File: src/rtl/stream_mux_rr.sv
// stream_mux_rr
// Registered N:1 stream multiplexer with valid/ready handshakes. It has two
// modes. In select mode (mode=0) the channel named by sel is forwarded. In
// round-robin mode (mode=1) requesters are arbitrated fairly, starting the
// search one past the last channel that won.
//
// Ports:
//   clk, rst_n   clock, asynchronous active-low reset
//   mode         0 = select, 1 = round-robin
//   sel          channel index for select mode
//   in_valid     per-channel valid, bit i = channel i
//   in_data      channel i at [i*DATA_W +: DATA_W]
//   in_ready     per-channel ready (one-hot or zero)
//   out_valid    output register holds a beat
//   out_data     registered beat
//   out_ch       channel that supplied out_data
//   out_ready    consumer accepts the beat
module stream_mux_rr #(
   parameter  int NUM_CH = 4,
   parameter  int DATA_W = 8,
   localparam int SEL_W  = (NUM_CH > 1) ? $clog2(NUM_CH) : 1
) (
   input  logic                     clk,
   input  logic                     rst_n,
   input  logic                     mode,
   input  logic [SEL_W-1:0]         sel,
   input  logic [NUM_CH-1:0]        in_valid,
   input  logic [NUM_CH*DATA_W-1:0] in_data,
   output logic [NUM_CH-1:0]        in_ready,
   output logic                     out_valid,
   output logic [DATA_W-1:0]        out_data,
   output logic [SEL_W-1:0]         out_ch,
   input  logic                     out_ready
);

   logic              load_en;
   logic [SEL_W-1:0]  rr_ptr;
   logic [NUM_CH-1:0] grant;
   logic              gnt_any;
   logic [SEL_W-1:0]  gnt_idx;
   logic [DATA_W-1:0] gnt_data;
   int                best_d;
   int                d;

   // Output register can take a beat when empty or drained this cycle.
   assign load_en = !out_valid || out_ready;

   // Grant selection. In round-robin mode each channel's priority is its
   // distance past rr_ptr. Distance 0 is rr_ptr+1, so the last winner ranks
   // lowest. The valid channel with the smallest distance wins.
   always_comb begin
      gnt_any = 1'b0;
      gnt_idx = '0;
      best_d  = NUM_CH;
      d       = 0;
      if (!mode) begin
         // Comparing against each legal index means an out-of-range sel
         // (non power-of-two NUM_CH) simply matches nothing.
         for (int i = 0; i < NUM_CH; i++) begin
            if (sel == SEL_W'(i) && in_valid[i]) begin
               gnt_any = 1'b1;
               gnt_idx = SEL_W'(i);
            end
         end
      end else begin
         for (int i = 0; i < NUM_CH; i++) begin
            d = (i - int'(rr_ptr) - 1 + 2 * NUM_CH) % NUM_CH;
            if (in_valid[i] && d < best_d) begin
               best_d  = d;
               gnt_any = 1'b1;
               gnt_idx = SEL_W'(i);
            end
         end
      end
   end

   always_comb begin
      grant    = '0;
      gnt_data = '0;
      for (int i = 0; i < NUM_CH; i++) begin
         grant[i] = gnt_any && (gnt_idx == SEL_W'(i));
         if (grant[i]) gnt_data = in_data[i*DATA_W +: DATA_W];
      end
   end

   // in_ready is gated with rst_n so that no handshake is offered while the
   // block is held in reset. out_valid is 0 then, so load_en alone would be 1.
   assign in_ready = (rst_n && load_en) ? grant : '0;

   always_ff @(posedge clk or negedge rst_n) begin
      if (!rst_n) begin
         out_valid <= 1'b0;
         out_data  <= '0;
         out_ch    <= '0;
         rr_ptr    <= SEL_W'(NUM_CH - 1);
      end else if (load_en) begin
         out_valid <= gnt_any;
         if (gnt_any) begin
            out_data <= gnt_data;
            out_ch   <= gnt_idx;
            // Pointer only tracks round-robin winners.
            if (mode) rr_ptr <= gnt_idx;
         end
      end
   end

endmodule

File: config.mk
export PLATFORM = sky130hd
export DESIGN_NAME = stream_mux_rr
export DESIGN_NICKNAME = d
export VERILOG_FILES = /design/src/rtl/stream_mux_rr.sv
export SDC_FILE = /design/constraint.sdc
export NUM_CORES = 1
export LEC_CHECK = 0
export ABC_AREA = 1
export BUFFER_PORTS_ARGS = -buffer_cell sky130_fd_sc_hd__buf_2
export CORE_MARGIN = 2
export CORE_UTILIZATION = 50
export CTS_CLUSTER_DIAMETER = 60
export CTS_CLUSTER_SIZE = 25
export DETAILED_ROUTE_END_ITERATION = 16
export PLACE_DENSITY_LB_ADDON = 0.25
export SLEW_MARGIN = 30
export SYNTH_ARGS = -nofsm -noshare
export SYNTH_HDL_FRONTEND = slang
export SYNTH_SLANG_ARGS = --single-unit
File: constraint.sdc
create_clock -name clk -period 11.2 [get_ports clk]
set_input_delay 2.8 -clock clk [delete_from_list [all_inputs] [get_ports clk]]
set_output_delay 2.8 -clock clk [all_outputs]
set_load 0.005 [all_outputs]
# After elaboration in Yosys (flattened, before gate mapping)
# Cells that the tools add are included.
dict set report op_classes {
  n_addsub 12
  n_lt_le_gt_ge 4
  eq_ne 6
  muxes 27
  n_bitwise 4
  n_reduce_logical 23
}
# cell n
set op_table {}
lappend op_table {{$mux W32} 6}
lappend op_table {{$lt A3 B32 Y1} 3}
lappend op_table {{$mux W8} 4}
lappend op_table {{$add A4 B5 Y6 const B} 4}
lappend op_table {{$sub A3 B2 Y4 const B} 4}
lappend op_table {{$logic_and A1 B1 Y1} 13}
lappend op_table {{$mux W1} 11}
lappend op_table {{$mux W2} 5}
lappend op_table {{$eq A2 B2 Y1 const B} 4}
lappend op_table {{$reduce_or A2 Y1} 4}
lappend op_table {{$sub A1 B2 Y3 const A} 2}
lappend op_table {{$sub A2 B2 Y3 const A} 2}
lappend op_table {{$and A1 B1 Y1} 4}
lappend op_table {{$eq A2 B1 Y1 const B} 2}
lappend op_table {{$logic_not A2 Y1} 2}
lappend op_table {{$lt A3 B4 Y1 const B} 1}
lappend op_table {{$mux W4} 1}
lappend op_table {{$reduce_and A3 Y1} 1}
lappend op_table {{$reduce_and A2 Y1} 1}
lappend op_table {{$logic_not A1 Y1} 1}
lappend op_table {{$logic_or A1 B1 Y1} 1}
dict set report totals {
  regBits 13
  input_bits 42
  elab_cells 80
}

# Longest topological paths before layout
dict set report depth {
  depth_word 27
  mapped_depth 29
  mapped_depth_nobuf 28
}

# Least setup slack after synthesis
# Ideal clock, no wire load.
dict set report synth_timing {
  kind {in2out}
  start {input port in_valid[0]}
  end {output port in_ready[1]}
  arrival_time_ps 5084
  path_slack_ps 3316
  path_stages 22
  path_cell_list {inv_2 -> o21ai_1 -> inv_1 -> a21oi_1 -> ha_1 -> nand2_1 -> nand2_1 -> nand2_1 -> nand2_1 -> nand2_1 -> nand2_2 -> nand2_1 -> o21ai_0 -> ha_1 -> nand2_1 -> nand2_1 -> nand2_2 -> nand3_4 -> a21oi_4 -> buf_6 -> nand2_1 -> nor2_1}
}
dict set report synth_via {
  elab_chain_len 18
  word_cells_on_any_way 30
  cone_classes {order compare (3); eq/ne (1); mux (20); reduce/logical (6)}
}
# element line
set synth_lines {}
lappend synth_lines {{from (decl)} 27} ;# input logic [NUM_CH-1:0] in_valid,
lappend synth_lines {{$logic_and A1 B1 Y1} 68} ;# if (in_valid[i] && d < best_d) begin
lappend synth_lines {{$mux W32} 68}
lappend synth_lines {{$mux W32} 56} ;# if (!mode) begin
lappend synth_lines {{$lt A3 B32 Y1} 68}
lappend synth_lines {{$logic_and A1 B1 Y1} 68}
lappend synth_lines {{$mux W32} 68}
lappend synth_lines {{$mux W32} 56}
lappend synth_lines {{$lt A3 B32 Y1} 68}
lappend synth_lines {{[2 not listed]} n/a}
lappend synth_lines {{$mux W32} 56}
lappend synth_lines {{$lt A3 B32 Y1} 68}
lappend synth_lines {{$logic_and A1 B1 Y1} 68}
lappend synth_lines {{$mux W2} 68}
lappend synth_lines {{$mux W2} 56}
lappend synth_lines {{$eq A2 B1 Y1} 81} ;# grant[i] = gnt_any && (gnt_idx == SEL_W'(i));
lappend synth_lines {{$logic_and A1 B1 Y1 (*)} 81}
lappend synth_lines {{$mux W4 (*)} 88} ;# assign in_ready = (rst_n && load_en) ? grant : '0;
lappend synth_lines {{to (decl)} 29} ;# output logic [NUM_CH-1:0] in_ready,
# Every way passes the cells marked *; elsewhere a longest branch is shown, timed or not. The select of a mux whose other input is x is not followed.

# Worst setup path in the final report
dict set report layout_timing {
  start {input port in_valid[0]}
  end {output port in_ready[0]}
}
dict set report layout_via {
  elab_chain_len 18
  word_cells_on_any_way 30
  cone_classes {order compare (3); mux (20); reduce/logical (7)}
}
# element line
set layout_lines {}
lappend layout_lines {{$logic_and A1 B1 Y1} 68}
lappend layout_lines {{$mux W32} 68}
lappend layout_lines {{$mux W32} 56}
lappend layout_lines {{$lt A3 B32 Y1} 68}
lappend layout_lines {{$logic_and A1 B1 Y1} 68}
lappend layout_lines {{$mux W32} 68}
lappend layout_lines {{$mux W32} 56}
lappend layout_lines {{$lt A3 B32 Y1} 68}
lappend layout_lines {{[2 not listed]} n/a}
lappend layout_lines {{$mux W32} 56}
lappend layout_lines {{$lt A3 B32 Y1} 68}
lappend layout_lines {{$logic_and A1 B1 Y1} 68}
lappend layout_lines {{$mux W2} 68}
lappend layout_lines {{$mux W2} 56}
lappend layout_lines {{$logic_not A2 Y1} 81}
lappend layout_lines {{$logic_and A1 B1 Y1 (*)} 81}
lappend layout_lines {{$mux W4 (*)} 88}
# Marked as above.

==> results.yml <==
floorplan:
  die_h_um: 53.47
  pin_count: 57
  core_um2: 2255
  num_rows: 17
  die_width_um: 53.47
  fp.dieArea_um2: 2859
  initial_core_util_pct: 54.27
worst_setup_path:
  critical_path_class: "in -> out"
  crit_chain: "buf_2 > inv_2 > o21ai_1 > inv_1 > a21oi_1 > ha_1 > nand2_1 > nand2_1 > nand2_1 > nand2_1 > nand2_1 > nand2_2 > nand2_1 > o21ai_0 > ha_1 > nand2_1 > nand2_1 > nand2_2 > nand2_1 > nand2_1 > nand2_2 > nand3_1 > nor2_1 > buf_2"
  crit_start: "in_valid[0]"
  path_common_cell: "nand2_1"
  critPathCapture: "in_ready[0]"
  timing.rr.end: "out_data[3]"
  slowest_delay_ps: 370
  arrival_ps: 5590
  crit_cells: 24
  crit_fanout: 31
  path_buf_inv: 4
  slowest_stage: "nand2_2"
  critPathLaunchType: "input pin"
  required_ps: 8400
  r2r_cells: 27
  endpoint_kind: "output port"
  rrSetupSlack_ps: 7130
  r2r_start: "rr_ptr[1]"
  path_delay_family: "simple AND/OR/NAND/NOR gates"
synth:
  yosysMostFrequentCell: "nand2_1"
  ys_types: 25
  synth_edf_count: 0
  synth_seq_cells: 13
  synth_top_flop_cell: "dfrtp_1"
  synth_top_area_share_pct: 22.49
  yosys-top-cells-count: "nand2_1, inv_1, nand3_1"
  synth_area_um2: 1224
  synth_area_leader_cell: "dfrtp_1"
  synthCells: 185
  avgSynthCellArea_um2: 6.614
  syn-num-nets: 234
  yosysWarningCount: 0
  synth_area_leaders: "dfrtp_1, nand2_1, nand3_1"
  async_reset_ff_share_pct: 100.0
  seq_area_frac_synth_pct: 26.79
timing:
  layout_min_cycle_time_ps: 8394
  tightest_slew_ps: 620.8
  rsz0062_at_grt: "no"
  setup_viol: 0
  hold_viol_final: 0
  max_freq_mhz: 119.1
  slew_violations: 0
  post-route-period-util_pct: 74.94
  fin_setup_tns_ps: 0
  fin_worst_skew_ps: 3.628
  relSlewSlack_pct: 58.51
  whs_ps: 476.8
detailed_routing:
  drt-initial-drc-count: 22
  dr.pass1.iters: 4
  viasPerCell: 5.086
  wl_per_cell_um: 11.26
  vias: 1353
  wirelength_mm: 2.994
  postRouteAntennaNets: 0
  drc: 0
clock_tree:
  numClockSinks: 13
  cts_buffers: 3
  ctsHoldBuffers: 0
  path_clk_slew_ps: 80
  clockRootBuffer: "clkbuf_4"
  clock_latency_ps: 270
  cts_tree: "built"
  clockBufferDepth: 2
  cts_max_level: 1
  post_cts_resized: 0
  cts_setup_buffers: 0
placed_design:
  port_buffers: 56
  dpl_cell_area_um2: 1480
  gp_congestion: 0.8762
  hpwl_mm: 2.364
final_layout:
  nFillCells: 229
  nets: 288
  final_util_pct: 66.81
  postLayoutCellArea_um2: 1506
  drive_gt1_share_pct: 28.99
  n_antenna_cell: 0
  area_delta_synth_final_pct: 23.11
  multiInputGateArea_um2: 739.5
  regArea_um2: 327.8
status:
  status: "complete, no violations"
worst_hold_path:
  hold_class: "reg -> reg"
global_route:
  grt_antenna_before_repair: 0
  grt_max_degree: 32
  grtUsageTotal_pct: 22.13
  grt.overflow.total: 0
  grt_pass1_wl_mm: 4.567
  grt_pass1_vias: 1093
power_and_ir_drop:
  powerDensity_nw_per_um2: 225.7
  power_leakage_nw: 0.9015
  worst_ir_drop_vdd_v: 0.0001558
job:
  maxCapViolCount: 0
## area by class of cell
cell class                 instances  area share (%)
multi-input combinational        139           49.09
sequential                        13           21.76
timing repair buffer              56           18.60
inverter                          26           6.478
tap                               28           2.326
clock buffer                       4           1.744
## where the power goes
part | switching (W) | internal, W | leakage, nW
clock | 0.0000153 | 0.0000138 | 0.0150
sequential | 0.0000147 | 0.0000702 | 0.157
combinational | 0.000138 | 0.0000877 | 0.729
total | 0.000168 | 0.000172 | 0.902
## layout by cell type, fill, tap and decap left out, drive strengths merged, types with 4 or more instances in the layout
cell    netlist  layout
a21oi        12      12
buf           7      56
clkbuf        0       4
dfrtp        11      11
ha            7       7
inv          26      26
nand2        57      57
nand3        23      23
nand4         9       9
nor2         10      10
o21ai         6       6
o21bai        8       8
## registers in the layout, indices dropped and copies added, names as in the netlist
| register | flops |
|---|---|
| out_valid | 1 |
| out_data | 8 |
| rr_ptr | 2 |
| out_ch | 2 |
## metal layers
metal  share of wire (%)  GRT usage, %  up-vias
li1                    -             -      713
met1                  48         31.71      586
met2                  42         32.51       50
met3                 9.1         4.237        4
met4                0.94         8.120        0
met5                   0             0        -
## tightest hold or removal path, stage by stage (launching register included)
cell and delay, ps:
dfrtp_1 340, nand2_1 50, nand2_1 60
## how the worst min path moves through the flow
| stage | from | slack (ps) | cells after the start | endpoint |
|---|---|---|---|---|
| CTS | out_data[2] | 490 | 2 | out_data[2] |
| detailed placement | out_data[1] | 460 | 2 | out_data[1] |
| global route | out_data[4] | 510 | 2 | out_data[4] |
| global placement | out_data[4] | 460 | 2 | out_data[4] |
| floorplan | out_data[0] | 470 | 2 | out_data[0] |
| finish | out_data[4] | 480 | 2 | out_data[4] |
## cell families after synthesis
| group | count (synthesis) | share of synthesized area (%) |
|---|---|---|
| simple gates | 102 | 37.83 |
| buf+inv | 33 | 12.78 |
| fa+ha+maj | 7 | 7.157 |
| compound gates | 28 | 14.42 |
| xor+xnor | 1 | 0.7159 |
| flops | 13 | 26.79 |
| other cells | 1 | 0.3065 |
## per-stage QoR
stage | cells | total power, W | setup slack (ps)
CTS | 266 | 0.0003413 | 2814
floorplan | 185 | 0.0002613 | 3316
detailed placement | 262 | 0.0003103 | 2827
finish | 266 | 0.0003399 | 2806
global placement | 262 | 0.0003052 | 2907
global route | 266 | 0.0003786 | 2478
No activity file was read; power rests on OpenSTA's default activity.
